==> src/rtl/key_rotation_ctrl_pkg.sv <==
// Shared types and widths for the key rotation controller.
// The StError state is only present when KEYROT_TIMEOUT_EN is defined.
package key_rotation_ctrl_pkg;

  localparam int unsigned AES_KEY_W = 128;
  localparam int unsigned CRC_KEY_W = 16;
  localparam int unsigned EPOCH_W   = 8;

  typedef enum logic [2:0] {
    StIdle,
    StReq,
    StWaitKey,
`ifdef KEYROT_TIMEOUT_EN
    StActive,
    StError
`else
    StActive
`endif
  } state_e;

endpackage

==> src/rtl/key_rotation_ctrl.sv <==
// Key rotation controller: requests keys, latches them atomically, rekeys every REKEY_FRAMES.
// Optional key-generator timeout with sticky error state: define KEYROT_TIMEOUT_EN.
module key_rotation_ctrl
  import key_rotation_ctrl_pkg::*;
#(
  parameter int unsigned REKEY_FRAMES   = 16,
  parameter int unsigned TIMEOUT_CYCLES = 1024
) (
  input  logic                 clk,
  input  logic                 rst_n,
  input  logic                 start,
  input  logic                 frame_done,
  output logic                 kg_generate_key,
  input  logic                 kg_key_valid,
  input  logic                 kg_busy,
  input  logic [AES_KEY_W-1:0] kg_aes_key,
  input  logic [CRC_KEY_W-1:0] kg_crc_key,
  output logic [AES_KEY_W-1:0] aes_key,
  output logic [CRC_KEY_W-1:0] crc_key,
  output logic                 key_ready,
  output logic                 rekey_pending,
  output logic [EPOCH_W-1:0]   key_epoch,
  output logic                 timeout_err
);

  localparam int unsigned FrameW = (REKEY_FRAMES > 1) ? $clog2(REKEY_FRAMES) : 1;

  if (REKEY_FRAMES == 0 || TIMEOUT_CYCLES == 0) begin : g_bad_cfg
    $error("REKEY_FRAMES and TIMEOUT_CYCLES must both be at least 1");
  end

  state_e              state_q;
  logic                valid_q;
  logic [FrameW-1:0]   frame_cnt_q;
  logic                key_edge;

  // Only a fresh 0->1 transition latches; a level left over from a prior request does not.
  assign key_edge = kg_key_valid & ~valid_q;

`ifdef KEYROT_TIMEOUT_EN
  localparam int unsigned WaitW = (TIMEOUT_CYCLES > 1) ? $clog2(TIMEOUT_CYCLES) : 1;
  logic [WaitW-1:0] wait_cnt_q;
`else
  assign timeout_err = 1'b0;
`endif

  always_ff @(posedge clk or negedge rst_n) begin
    if (!rst_n) begin
      state_q         <= StIdle;
      valid_q         <= 1'b0;
      frame_cnt_q     <= '0;
      kg_generate_key <= 1'b0;
      aes_key         <= '0;
      crc_key         <= '0;
      key_ready       <= 1'b0;
      rekey_pending   <= 1'b0;
      key_epoch       <= '0;
`ifdef KEYROT_TIMEOUT_EN
      wait_cnt_q      <= '0;
      timeout_err     <= 1'b0;
`endif
    end else begin
      valid_q         <= kg_key_valid;
      kg_generate_key <= 1'b0;
      unique case (state_q)
        StIdle: begin
          if (start) state_q <= StReq;
        end
        StReq: begin
          // Hold the request until the generator is free.
          if (!kg_busy) begin
            kg_generate_key <= 1'b1;
            state_q         <= StWaitKey;
`ifdef KEYROT_TIMEOUT_EN
            wait_cnt_q      <= '0;
`endif
          end
        end
        StWaitKey: begin
          if (key_edge) begin
            aes_key       <= kg_aes_key;
            crc_key       <= kg_crc_key;
            key_epoch     <= key_epoch + 1'b1;
            key_ready     <= 1'b1;
            rekey_pending <= 1'b0;
            frame_cnt_q   <= '0;
            state_q       <= StActive;
          end
`ifdef KEYROT_TIMEOUT_EN
          else if (wait_cnt_q == WaitW'(TIMEOUT_CYCLES - 1)) begin
            timeout_err   <= 1'b1;
            key_ready     <= 1'b0;
            rekey_pending <= 1'b0;
            aes_key       <= '0;
            crc_key       <= '0;
            state_q       <= StError;
          end else begin
            wait_cnt_q <= wait_cnt_q + 1'b1;
          end
`endif
        end
        StActive: begin
          if (frame_done) begin
            if (frame_cnt_q == FrameW'(REKEY_FRAMES - 1)) begin
              frame_cnt_q   <= '0;
              rekey_pending <= 1'b1;
              state_q       <= StReq;
            end else begin
              frame_cnt_q <= frame_cnt_q + 1'b1;
            end
          end
        end
`ifdef KEYROT_TIMEOUT_EN
        StError: begin
          if (start) state_q <= StReq;
        end
`endif
        default: state_q <= StIdle;
      endcase
    end
  end

endmodule
==> config.mk <==
export PLATFORM = sky130hd
export DESIGN_NAME = key_rotation_ctrl
export DESIGN_NICKNAME = d
export VERILOG_FILES = /design/src/rtl/key_rotation_ctrl_pkg.sv /design/src/rtl/key_rotation_ctrl.sv
export SDC_FILE = /design/constraint.sdc
export NUM_CORES = 1
export LEC_CHECK = 0
export CAP_MARGIN = 20
export CORE_UTILIZATION = 45
export CTS_BUF_LIST = sky130_fd_sc_hd__clkbuf_4
export DETAILED_ROUTE_END_ITERATION = 8
export PLACE_DENSITY = 0.87
export SLEW_MARGIN = 20
export SYNTH_ARGS = -nofsm -noshare
export SYNTH_HDL_FRONTEND = slang
export SYNTH_SLANG_ARGS = --single-unit
==> constraint.sdc <==
create_clock -name clk -period 2.22 [get_ports clk]
set_input_delay 0.222 -clock clk [delete_from_list [all_inputs] [get_ports clk]]
set_output_delay 0.222 -clock clk [all_outputs]
set_load 0.005 [all_outputs]
==> flow_metrics.env, run 1 <==
export IMPL_status="finished clean"
export IMPL_ctsLongestPathBuffers=2
export IMPL_synth_top_area_frac=0.6318
export IMPL_cp_startpoint="key_epoch[3]"
export IMPL_wirelength_mm=17.20
export IMPL_h_tree_depth=4
export IMPL_clockPowerShare=0.158
export IMPL_cpMaxStageDelayCell="clkdlybuf4s50_1"
export IMPL_gp_congestion=0.8020
export IMPL_grtUsageMet2=0.3956
export IMPL_endpoint_kind="output pin"
export IMPL_worstPathCellList="clkdlybuf4s50_1"
export IMPL_numCtsBuffers=17
export IMPL_portBuffers=304
export IMPL_start_util=0.4622
export IMPL_crit_required_ns=2.00
export IMPL_synth_seq_cells=162
export IMPL_drv_cap=0
export IMPL_dieHeight_um=121.4
export IMPL_cts_resized=0
export IMPL_cp_max_fo=5
export IMPL_drcViolationCount=0
export IMPL_fmax_mhz=556.2
export IMPL_worst_ir_drop_vdd_v=0.0006997
export IMPL_nFillCells=1048
export IMPL_insertion_delay_ns=0.56
export IMPL_num_rows=43
export IMPL_leakagePower_nw=4.852
export IMPL_first_global_vias=5622
export IMPL_synth_largest_area_cell="dfrtp_1"
export IMPL_intPower_mw=8.437
export IMPL_syn_nets=846
export IMPL_syn_to_final_growth_pct=53.47
export IMPL_cts_root_buf="clkbuf_4"
export IMPL_syn_avg_cell_area_um2=9.299
export IMPL_whs_path_depth=3
export IMPL_gr_usage_met1=0.2921
export IMPL_p_sw_frac=0.3135
export IMPL_timing_hold_ws_ns=0.1622
export IMPL_holdCritPathClass="in -> reg"
export IMPL_ys_seq_area_frac=0.6318
export IMPL_vias=5622
export IMPL_finalSetupViolCount=0
export IMPL_hpwl_mm=12.17
export IMPL_core_um2=13880
export IMPL_pwr_share_seq=0.420
export IMPL_path_depth=1
export IMPL_synth_area_leaders="dfrtp_1, nand2_1, buf_6, ha_1, xnor2_1"
export IMPL_drt_initial_drc_count=337
export IMPL_cts_tree="done"
export IMPL_gr_total_overflow=0
export IMPL_final_net_count=1145
export IMPL_clkTransAtPathRegs_ns=0.13
export IMPL_reg2reg_depth=7
export IMPL_p_per_area_nw_per_um2=1248
export IMPL_seqCellArea_um2=4054
export IMPL_cts_sinks=162
export IMPL_syn_area_um2=6416
export IMPL_finalCriticalPeriod_ns=1.798
export IMPL_fin_skew_ns=0.01097
export IMPL_grt_util_met3=0.07707
export IMPL_ios=306
export IMPL_fin_cells=1182
export IMPL_diodes=0
export IMPL_viasPerCell=4.756
export IMPL_r2r_start="state_q[0]"
export IMPL_p_sw_mw=3.853
export IMPL_combPwrFrac=0.422
export IMPL_min_from="kg_aes_key[49]"
export IMPL_setup_tns_final_ns=0
export IMPL_fin_total_pwr_mw=12.29
export IMPL_worst_slew_pin_transition_ns=0.5374
export IMPL_drt_first_pass_iters=5
export IMPL_ant_nets=0
export IMPL_die_w_um=121.4
export IMPL_cp_top_family="buffers and inverters"
export IMPL_slowest_delay_ns=0.55
export IMPL_dieArea_um2=14740
export IMPL_dpl_cell_count=1149
export IMPL_avgRoutedWirePerCell_um=14.55
export IMPL_worstSetupPathType="reg -> out"
export IMPL_fin_util=0.7094
export IMPL_relSlewSlack=0.6418
export IMPL_grt_setup_unrepaired="false"
export IMPL_grt_max_degree=88
export IMPL_slew_viol_final=0
export IMPL_path_buf_inv=1
export IMPL_synthCells=690
export IMPL_top_usage_layer="met2"
export IMPL_antenna_found_initial=0
export IMPL_arrival_ns=1.58
export IMPL_yosysUniqueCellTypes=31
export IMPL_finalHoldViolations=0
export IMPL_timing_final_crit_share=0.8099
export IMPL_worst_setup_path_start_kind="flop"
export IMPL_drive_gt1_frac=0.04491
export IMPL_grt_pass1_wl_mm=27.33
export IMPL_multi_input_area_um2=2042
export IMPL_track_usage=0.2441
export IMPL_ys_warn_count=0
[metal layers]
metal	vias to the layer above	routed length, um
li1	2690	-
met1	2651	6810
met2	230	8322
met3	51	1343
met4	0	727
met5	-	0
[area by class of cell]
cell class | instances | area share
clock buffers | 17 | 0.01296
clock inverters | 15 | 0.01931
inverters | 5 | 0.001906
multi-input cells | 490 | 0.2074
flip-flops and latches | 162 | 0.4117
well taps | 180 | 0.02287
repair buffers | 313 | 0.3239
[worst paths after layout]
kind,end,slack (ns)
max,key_epoch[3],0.42
min in group asynchronous,aes_key[115],0.19
min,aes_key[49],0.16
max reg2reg,key_epoch[4],0.45
min reg2reg,key_epoch[7],0.48
max in group asynchronous,aes_key[17],1.36
[cells by family (layout without fill, tap and decap cells)]
kind of cell             Yosys count  count (layout)  synth area share
AO/OA/AOI/OAI                      8               8          0.008192
XOR/XNOR                           8               8           0.01092
adder cells (fa/ha/maj)            6               6           0.01170
buffers and inverters             38             350           0.05129
flip-flops                       162             162            0.6318
multiplexers                       3               3          0.005070
other                              1               1         0.0005845
AND/OR/NAND/NOR                  464             464            0.2804
[sequential cells by signal, summed over array words and instances, names as in the netlist]
| name | count |
|---|---|
| key_epoch | 8 |
| aes_key | 128 |
| kg_generate_key | 1 |
| state_q | 2 |
| crc_key | 16 |
| rekey_pending | 1 |
| valid_q | 1 |
| key_ready | 1 |
| frame_cnt_q | 4 |
[timing repair]
action                                 CTS  global route
hold buffers                             1             0
endpoints found under the hold margin   94             0
buffers inserted                         0             0
[synthesized netlist by cell type, drive strengths merged]
library cell	number
nand2	442
dfrtp	162
buf	31
ha	6
nand3	6
xnor2	6
inv	5
nor2	5
nand4	3
o21ai	3
and3	2
clkbuf	2
mux2	2
nand2b	2
nor2b	2
xor2	2
a22oi	1
a31oi	1
and2	1
conb	1
mux2i	1
nand3b	1
o211ai	1
o311ai	1
o31ai	1
[placed cells by master, fill, tap and decap left out, types with 2 or more instances in the layout]
master and instances:
mux2_2 2, clkinv_4 4, and3_1 2, nand2_1 442
buf_12 6, nand3_1 6, nor2b_1 2, bufinv_16 4
ha_1 6, xnor2_1 6, buf_4 2, o21ai_0 3
dfrtp_1 162, nand4_1 3, clkdlybuf4s50_1 303, clkinv_2 3
inv_1 4, nor2_1 3, clkbuf_4 17, clkinv_1 3
xor2_1 2
[stage by stage]
stage	worst slack, ns	instance area, um^2
after detailed placement	0.4372	9519
after global routing	0.3405	9847
after global placement	0.4593	9519
after floorplan	0.8323	6416
after CTS	0.3683	9847
final	0.4221	9847
[power groups by stage]
| stage | Combinational (mW) | Sequential [mW] | Clock, mW |
|---|---|---|---|
| after detailed placement | 5.24 | 5.21 | 0 |
| after CTS | 5.26 | 5.17 | 1.99 |
| final | 5.18 | 5.17 | 1.94 |
| after global routing | 5.73 | 5.33 | 2.14 |
| after global placement | 5.07 | 5.15 | 0 |
| after floorplan | 1.56 | 5.28 | 0 |
Note: power is estimated with default switching activity, not from simulation.
==> run 2: changes to the inputs <==
--- a/config.mk
+++ b/config.mk
@@ -6,10 +6,10 @@
 export NUM_CORES = 1
 export LEC_CHECK = 0
 export CAP_MARGIN = 20
-export CORE_UTILIZATION = 45
+export CORE_UTILIZATION = 42
 export CTS_BUF_LIST = sky130_fd_sc_hd__clkbuf_4
 export DETAILED_ROUTE_END_ITERATION = 8
-export PLACE_DENSITY = 0.87
+export PLACE_DENSITY = 0.82
 export SLEW_MARGIN = 20
 export SYNTH_ARGS = -nofsm -noshare
 export SYNTH_HDL_FRONTEND = slang
==> constraint.sdc (replaced) <==
create_clock -name clk -period 1.8 [get_ports clk]
set_input_delay 0.18 -clock clk [delete_from_list [all_inputs] [get_ports clk]]
set_output_delay 0.18 -clock clk [all_outputs]
set_load 0.005 [all_outputs]
==> flow_metrics.env, run 2 (synthesis results as in run 1) <==
export IMPL_status="complete, but fails checks"
export IMPL_violations="DRC"
export IMPL_clkTransAtPathRegs_ns=0.13
export IMPL_cts_root_buf="clkbuf_4"
export IMPL_cp_max_fo=4
export IMPL_num_rows=44
export IMPL_endpoint_kind="output pin"
export IMPL_finalCriticalPeriod_ns=1.694
export IMPL_hpwl_mm=12.45
export IMPL_cts_tree="done"
export IMPL_leakagePower_nw=4.899
export IMPL_path_buf_inv=1
export IMPL_ios=306
export IMPL_grt_setup_unrepaired="false"
export IMPL_numCtsBuffers=17
export IMPL_p_per_area_nw_per_um2=1505
export IMPL_ctsLongestPathBuffers=2
export IMPL_gp_congestion=0.7864
export IMPL_portBuffers=304
export IMPL_largest_reg_flops=128
export IMPL_h_tree_depth=4
export IMPL_vias=5561
export IMPL_dieArea_um2=15780
export IMPL_regMostFlops="aes_key"
export IMPL_slowest_delay_ns=0.54
export IMPL_slew_viol_final=0
export IMPL_gr_total_overflow=0
export IMPL_ant_nets=0
export IMPL_drv_cap=0
export IMPL_worstSetupPathType="reg -> out"
export IMPL_cts_sinks=162
export IMPL_setup_tns_final_ns=0
export IMPL_met2_length_mm=8.634
export IMPL_syn_to_final_growth_pct=54.41
export IMPL_first_global_vias=5584
export IMPL_cpMaxStageDelayCell="clkdlybuf4s50_1"
export IMPL_drt_first_pass_iters=9
export IMPL_final_common_cell="nand2_1"
export IMPL_finalSetupViolCount=0
export IMPL_dr_max_layer_used="met4"
export IMPL_worst_setup_path_start_kind="flop"
export IMPL_fmax_mhz=590.2
export IMPL_holdCritPathClass="in -> reg"
export IMPL_track_usage=0.2301
export IMPL_cp_top_family="buffers and inverters"
export IMPL_drt_initial_drc_count=378
export IMPL_viasPerCell=4.650
export IMPL_grt_pass1_wl_mm=28.28
export IMPL_avgRoutedWirePerCell_um=14.35
export IMPL_wl_met3_mm=1.203
export IMPL_finalHoldViolations=0
export IMPL_fin_cells=1196
export IMPL_die_w_um=125.6
export IMPL_final_net_count=1155
export IMPL_worstPathCellList="clkdlybuf4s50_1"
export IMPL_arrival_ns=1.51
export IMPL_timing_final_crit_share=0.9413
export IMPL_drcViolationCount=19
export IMPL_insertion_delay_ns=0.55
export IMPL_drive_gt1_frac=0.05539
export IMPL_fin_skew_ns=0.01233
export IMPL_worst_ir_drop_vdd_v=0.0008924
export IMPL_core_um2=14700
export IMPL_grt_max_degree=83
export IMPL_final_cell_mix="nand2_1, clkdlybuf4s50_1, dfrtp_1"
export IMPL_wirelength_mm=17.16
export IMPL_top_regs="aes_key: 128 flops, crc_key: 16 flops, key_epoch: 8 flops"
export IMPL_dpl_cell_count=1159
export IMPL_antenna_found_initial=1
export IMPL_start_util=0.4365
export IMPL_crit_required_ns=1.62
export IMPL_wl_met1_mm=6.837
export IMPL_dieHeight_um=125.6
## run 2: power by group
part | total [mW] | internal (mW) | switching [mW]
clock network | 2.09 | 0.849 | 1.24
logic | 6.46 | 4.01 | 2.45
registers | 6.36 | 5.38 | 0.984
total | 14.9 | 10.2 | 4.68
## run 2: area by class of cell
class / instances / area, um^2
antenna: 1 / 2.502
inverter: 5 / 18.77
timing repair buffer: 323 / 3292
clock inverter: 11 / 115.1
sequential: 162 / 4054
fill: 1134 / 4792
tap: 184 / 230.2
multi-input combinational: 490 / 2044
clock buffer: 20 / 150.1
## run 2: timing repair
item,CTS,global route
gates resized for setup,0,2
buffers inserted,1,3
endpoints found under the hold margin,162,0
hold buffers,1,0
endpoints found under the setup margin,1,13
pin swaps,0,0
## run 2: path summary, 6_finish.rpt
kind                                start            to  slack [ns]  cells after the start
min in group asynchronous           rst_n  aes_key[117]        0.15                      2
min reg2reg                     key_ready     key_ready        0.47                      1
max in group asynchronous           rst_n   aes_key[55]        1.02                      3
max reg2reg                    state_q[0]   aes_key[77]        0.16                      8
max                          key_epoch[0]  key_epoch[0]        0.11                      1
min                        kg_aes_key[20]   aes_key[20]        0.13                      3
## run 2: stage by stage
stage                     hold slack [ns]  setup slack [ns]    util  power (mW)  instance area, um^2
final                              0.1308            0.1056  0.6740       14.91                 9907
after global routing              0.07110           0.01082  0.6740       16.03                 9907
after CTS                         0.07370          0.007355  0.6719       15.05                 9877
after detailed placement           0.1635            0.1459  0.6527       12.90                 9594
after global placement             0.1551            0.1917  0.6527       12.66                 9594
after floorplan                   -0.1156            0.4123       -       8.445                 6416
## run 2: routing by layer
metal	vias to the layer above	global-route usage
li1	2713	-
met1	2600	0.2699
met2	215	0.3899
met3	33	0.07018
met4	0	0.09971
met5	-	0
## run 2: worst min-delay path: stages
cell and delay (ns):
clkdlybuf4s50_1 0.39, nand2_1 0.05, nand2_1 0.04
==> run 3: changes to the inputs <==
--- a/config.mk
+++ b/config.mk
@@ -6,10 +6,10 @@
 export NUM_CORES = 1
 export LEC_CHECK = 0
 export CAP_MARGIN = 20
-export CORE_UTILIZATION = 42
+export CORE_UTILIZATION = 45
 export CTS_BUF_LIST = sky130_fd_sc_hd__clkbuf_4
 export DETAILED_ROUTE_END_ITERATION = 8
-export PLACE_DENSITY = 0.82
+export PLACE_DENSITY = 0.87
 export SLEW_MARGIN = 20
 export SYNTH_ARGS = -nofsm -noshare
 export SYNTH_HDL_FRONTEND = slang
==> constraint.sdc (replaced) <==
create_clock -name clk -period 2.1 [get_ports clk]
set_input_delay 0.21 -clock clk [delete_from_list [all_inputs] [get_ports clk]]
set_output_delay 0.21 -clock clk [all_outputs]
set_load 0.005 [all_outputs]
==> flow_metrics.env, run 3 (synthesis results as in run 1) <==
export IMPL_leakagePower_nw=4.868
export IMPL_slew_viol_final=0
export IMPL_finalCriticalPeriod_ns=1.772
export IMPL_ff2ff_setup_slack_ns=0.38
export IMPL_ctsLongestPathBuffers=2
export IMPL_wirelength_mm=17.47
export IMPL_path_buf_inv=1
export IMPL_finalInstanceArea_um2=9897
export IMPL_grt_setup_unrepaired="false"
export IMPL_numCtsBuffers=17
export IMPL_cts_root_buf="clkbuf_4"
export IMPL_cts_tree="done"
export IMPL_final_net_count=1151
export IMPL_timing_final_crit_share=0.8436
export IMPL_met2_length_mm=8.678
export IMPL_worstPathCellList="clkdlybuf4s50_1"
export IMPL_final_common_cell="nand2_1"
export IMPL_wl_met3_mm=1.215
export IMPL_core_um2=13880
export IMPL_fin_total_pwr_mw=12.90
export IMPL_cpMaxStageDelayCell="clkdlybuf4s50_1"
export IMPL_track_usage=0.2439
export IMPL_clkTransAtPathRegs_ns=0.13
export IMPL_wl_met1_mm=6.878
export IMPL_syn_to_final_growth_pct=54.25
export IMPL_final_cell_mix="nand2_1, clkdlybuf4s50_1, dfrtp_1"
export IMPL_status="finished clean"
export IMPL_worst_setup_path_start_kind="flop"
export IMPL_drive_gt1_frac=0.05159
export IMPL_finalHoldViolations=0
export IMPL_dr_max_layer_used="met4"
export IMPL_reg2reg_depth=8
export IMPL_drt_first_pass_iters=5
export IMPL_viasPerCell=4.737
export IMPL_multi_input_area_um2=2042
export IMPL_drcViolationCount=0
export IMPL_portBuffers=304
export IMPL_fin_skew_ns=0.01184
export IMPL_drt_initial_drc_count=341
export IMPL_worst_slew_pin_transition_ns=0.5427
export IMPL_worstSetupPathType="reg -> out"
export IMPL_gp_congestion=0.7977
export IMPL_p_per_area_nw_per_um2=1303
export IMPL_cts_resized=0
export IMPL_drv_cap=0
export IMPL_h_tree_depth=4
export IMPL_grt_pass1_wl_mm=27.44
export IMPL_endpoint_kind="output pin"
export IMPL_antenna_found_initial=0
export IMPL_num_rows=43
export IMPL_arrival_ns=1.56
export IMPL_holdCritPathClass="in -> async"
export IMPL_fmax_mhz=564.5
export IMPL_regMostFlops="aes_key"
export IMPL_crit_required_ns=1.89
export IMPL_dieHeight_um=121.4
export IMPL_first_global_vias=5570
export IMPL_cp_top_family="buffers and inverters"
export IMPL_gr_total_overflow=0
export IMPL_seqCellArea_um2=4054
export IMPL_finalSetupViolCount=0
export IMPL_avgRoutedWirePerCell_um=14.69
export IMPL_start_util=0.4622
export IMPL_worst_ir_drop_vdd_v=0.0007777
export IMPL_ios=306
export IMPL_hpwl_mm=12.67
export IMPL_largest_reg_flops=128
export IMPL_dieArea_um2=14740
export IMPL_reg2reg_to="aes_key[26]"
export IMPL_relSlewSlack=0.6382
export IMPL_top_regs="aes_key: 128 flops, crc_key: 16 flops, key_epoch: 8 flops"
export IMPL_cp_max_fo=5
export IMPL_setup_tns_final_ns=0
export IMPL_ant_nets=0
export IMPL_nFillCells=1031
export IMPL_insertion_delay_ns=0.55
export IMPL_post_dp_cell_area_um2=9589
export IMPL_vias=5632
export IMPL_grt_max_degree=80
export IMPL_die_w_um=121.4
export IMPL_r2r_start="state_q[0]"
export IMPL_slowest_delay_ns=0.54
export IMPL_cts_sinks=162
[run 3: worst max-delay path by stage]
stage                  from  depth (start not counted)           end
2_1_floorplan    state_q[0]                          7   aes_key[54]
6_report       key_epoch[2]                          1  key_epoch[2]
3_5_place_dp   kg_key_valid                          7   aes_key[26]
4_1_cts        key_epoch[2]                          1  key_epoch[2]
3_3_place_gp   kg_key_valid                          7    aes_key[3]
5_1_grt        key_epoch[2]                          1  key_epoch[2]
[run 3: area by class of cell]
cell class,instances,share of cell area
Multi-Input combinational cell,490,0.2063
Timing Repair Buffer,319,0.3293
Sequential cell,162,0.4096
Inverter,5,0.001896
Clock inverter,11,0.01391
Antenna cell,1,0.0002528
Tap cell,180,0.02276
Clock buffer,21,0.01593
[run 3: where the power goes]
part | switching (mW) | leakage [nW] | internal, mW
sequential | 0.878 | 2.03 | 4.61
combinational | 2.10 | 2.69 | 3.40
clock | 1.05 | 0.151 | 0.865
total | 4.03 | 4.87 | 8.87
[run 3: through the flow]
| step | util | setup WS, ns | instances | hold slack (ns) |
|---|---|---|---|---|
| global route | 0.7128 | 0.2573 | 1188 | 0.1058 |
| floorplan | - | 0.7123 | 690 | -0.08559 |
| finish | 0.7130 | 0.3285 | 1189 | 0.1549 |
| CTS | 0.7128 | 0.2733 | 1188 | 0.1082 |
| detailed placement | 0.6908 | 0.3984 | 1155 | 0.2063 |
| global placement | 0.6908 | 0.4546 | 1155 | 0.2087 |
[run 3: repair_timing]
item,4_1_cts,5_1_grt
endpoints found under the hold margin,89,0
hold buffers,1,0
buffers inserted,0,0
[run 3: metal layers]
metal	GRT usage	up-vias
met1	0.2847	2635
li1	-	2714
met5	0	-
met4	0.1327	0
met3	0.06955	47
met2	0.4041	236
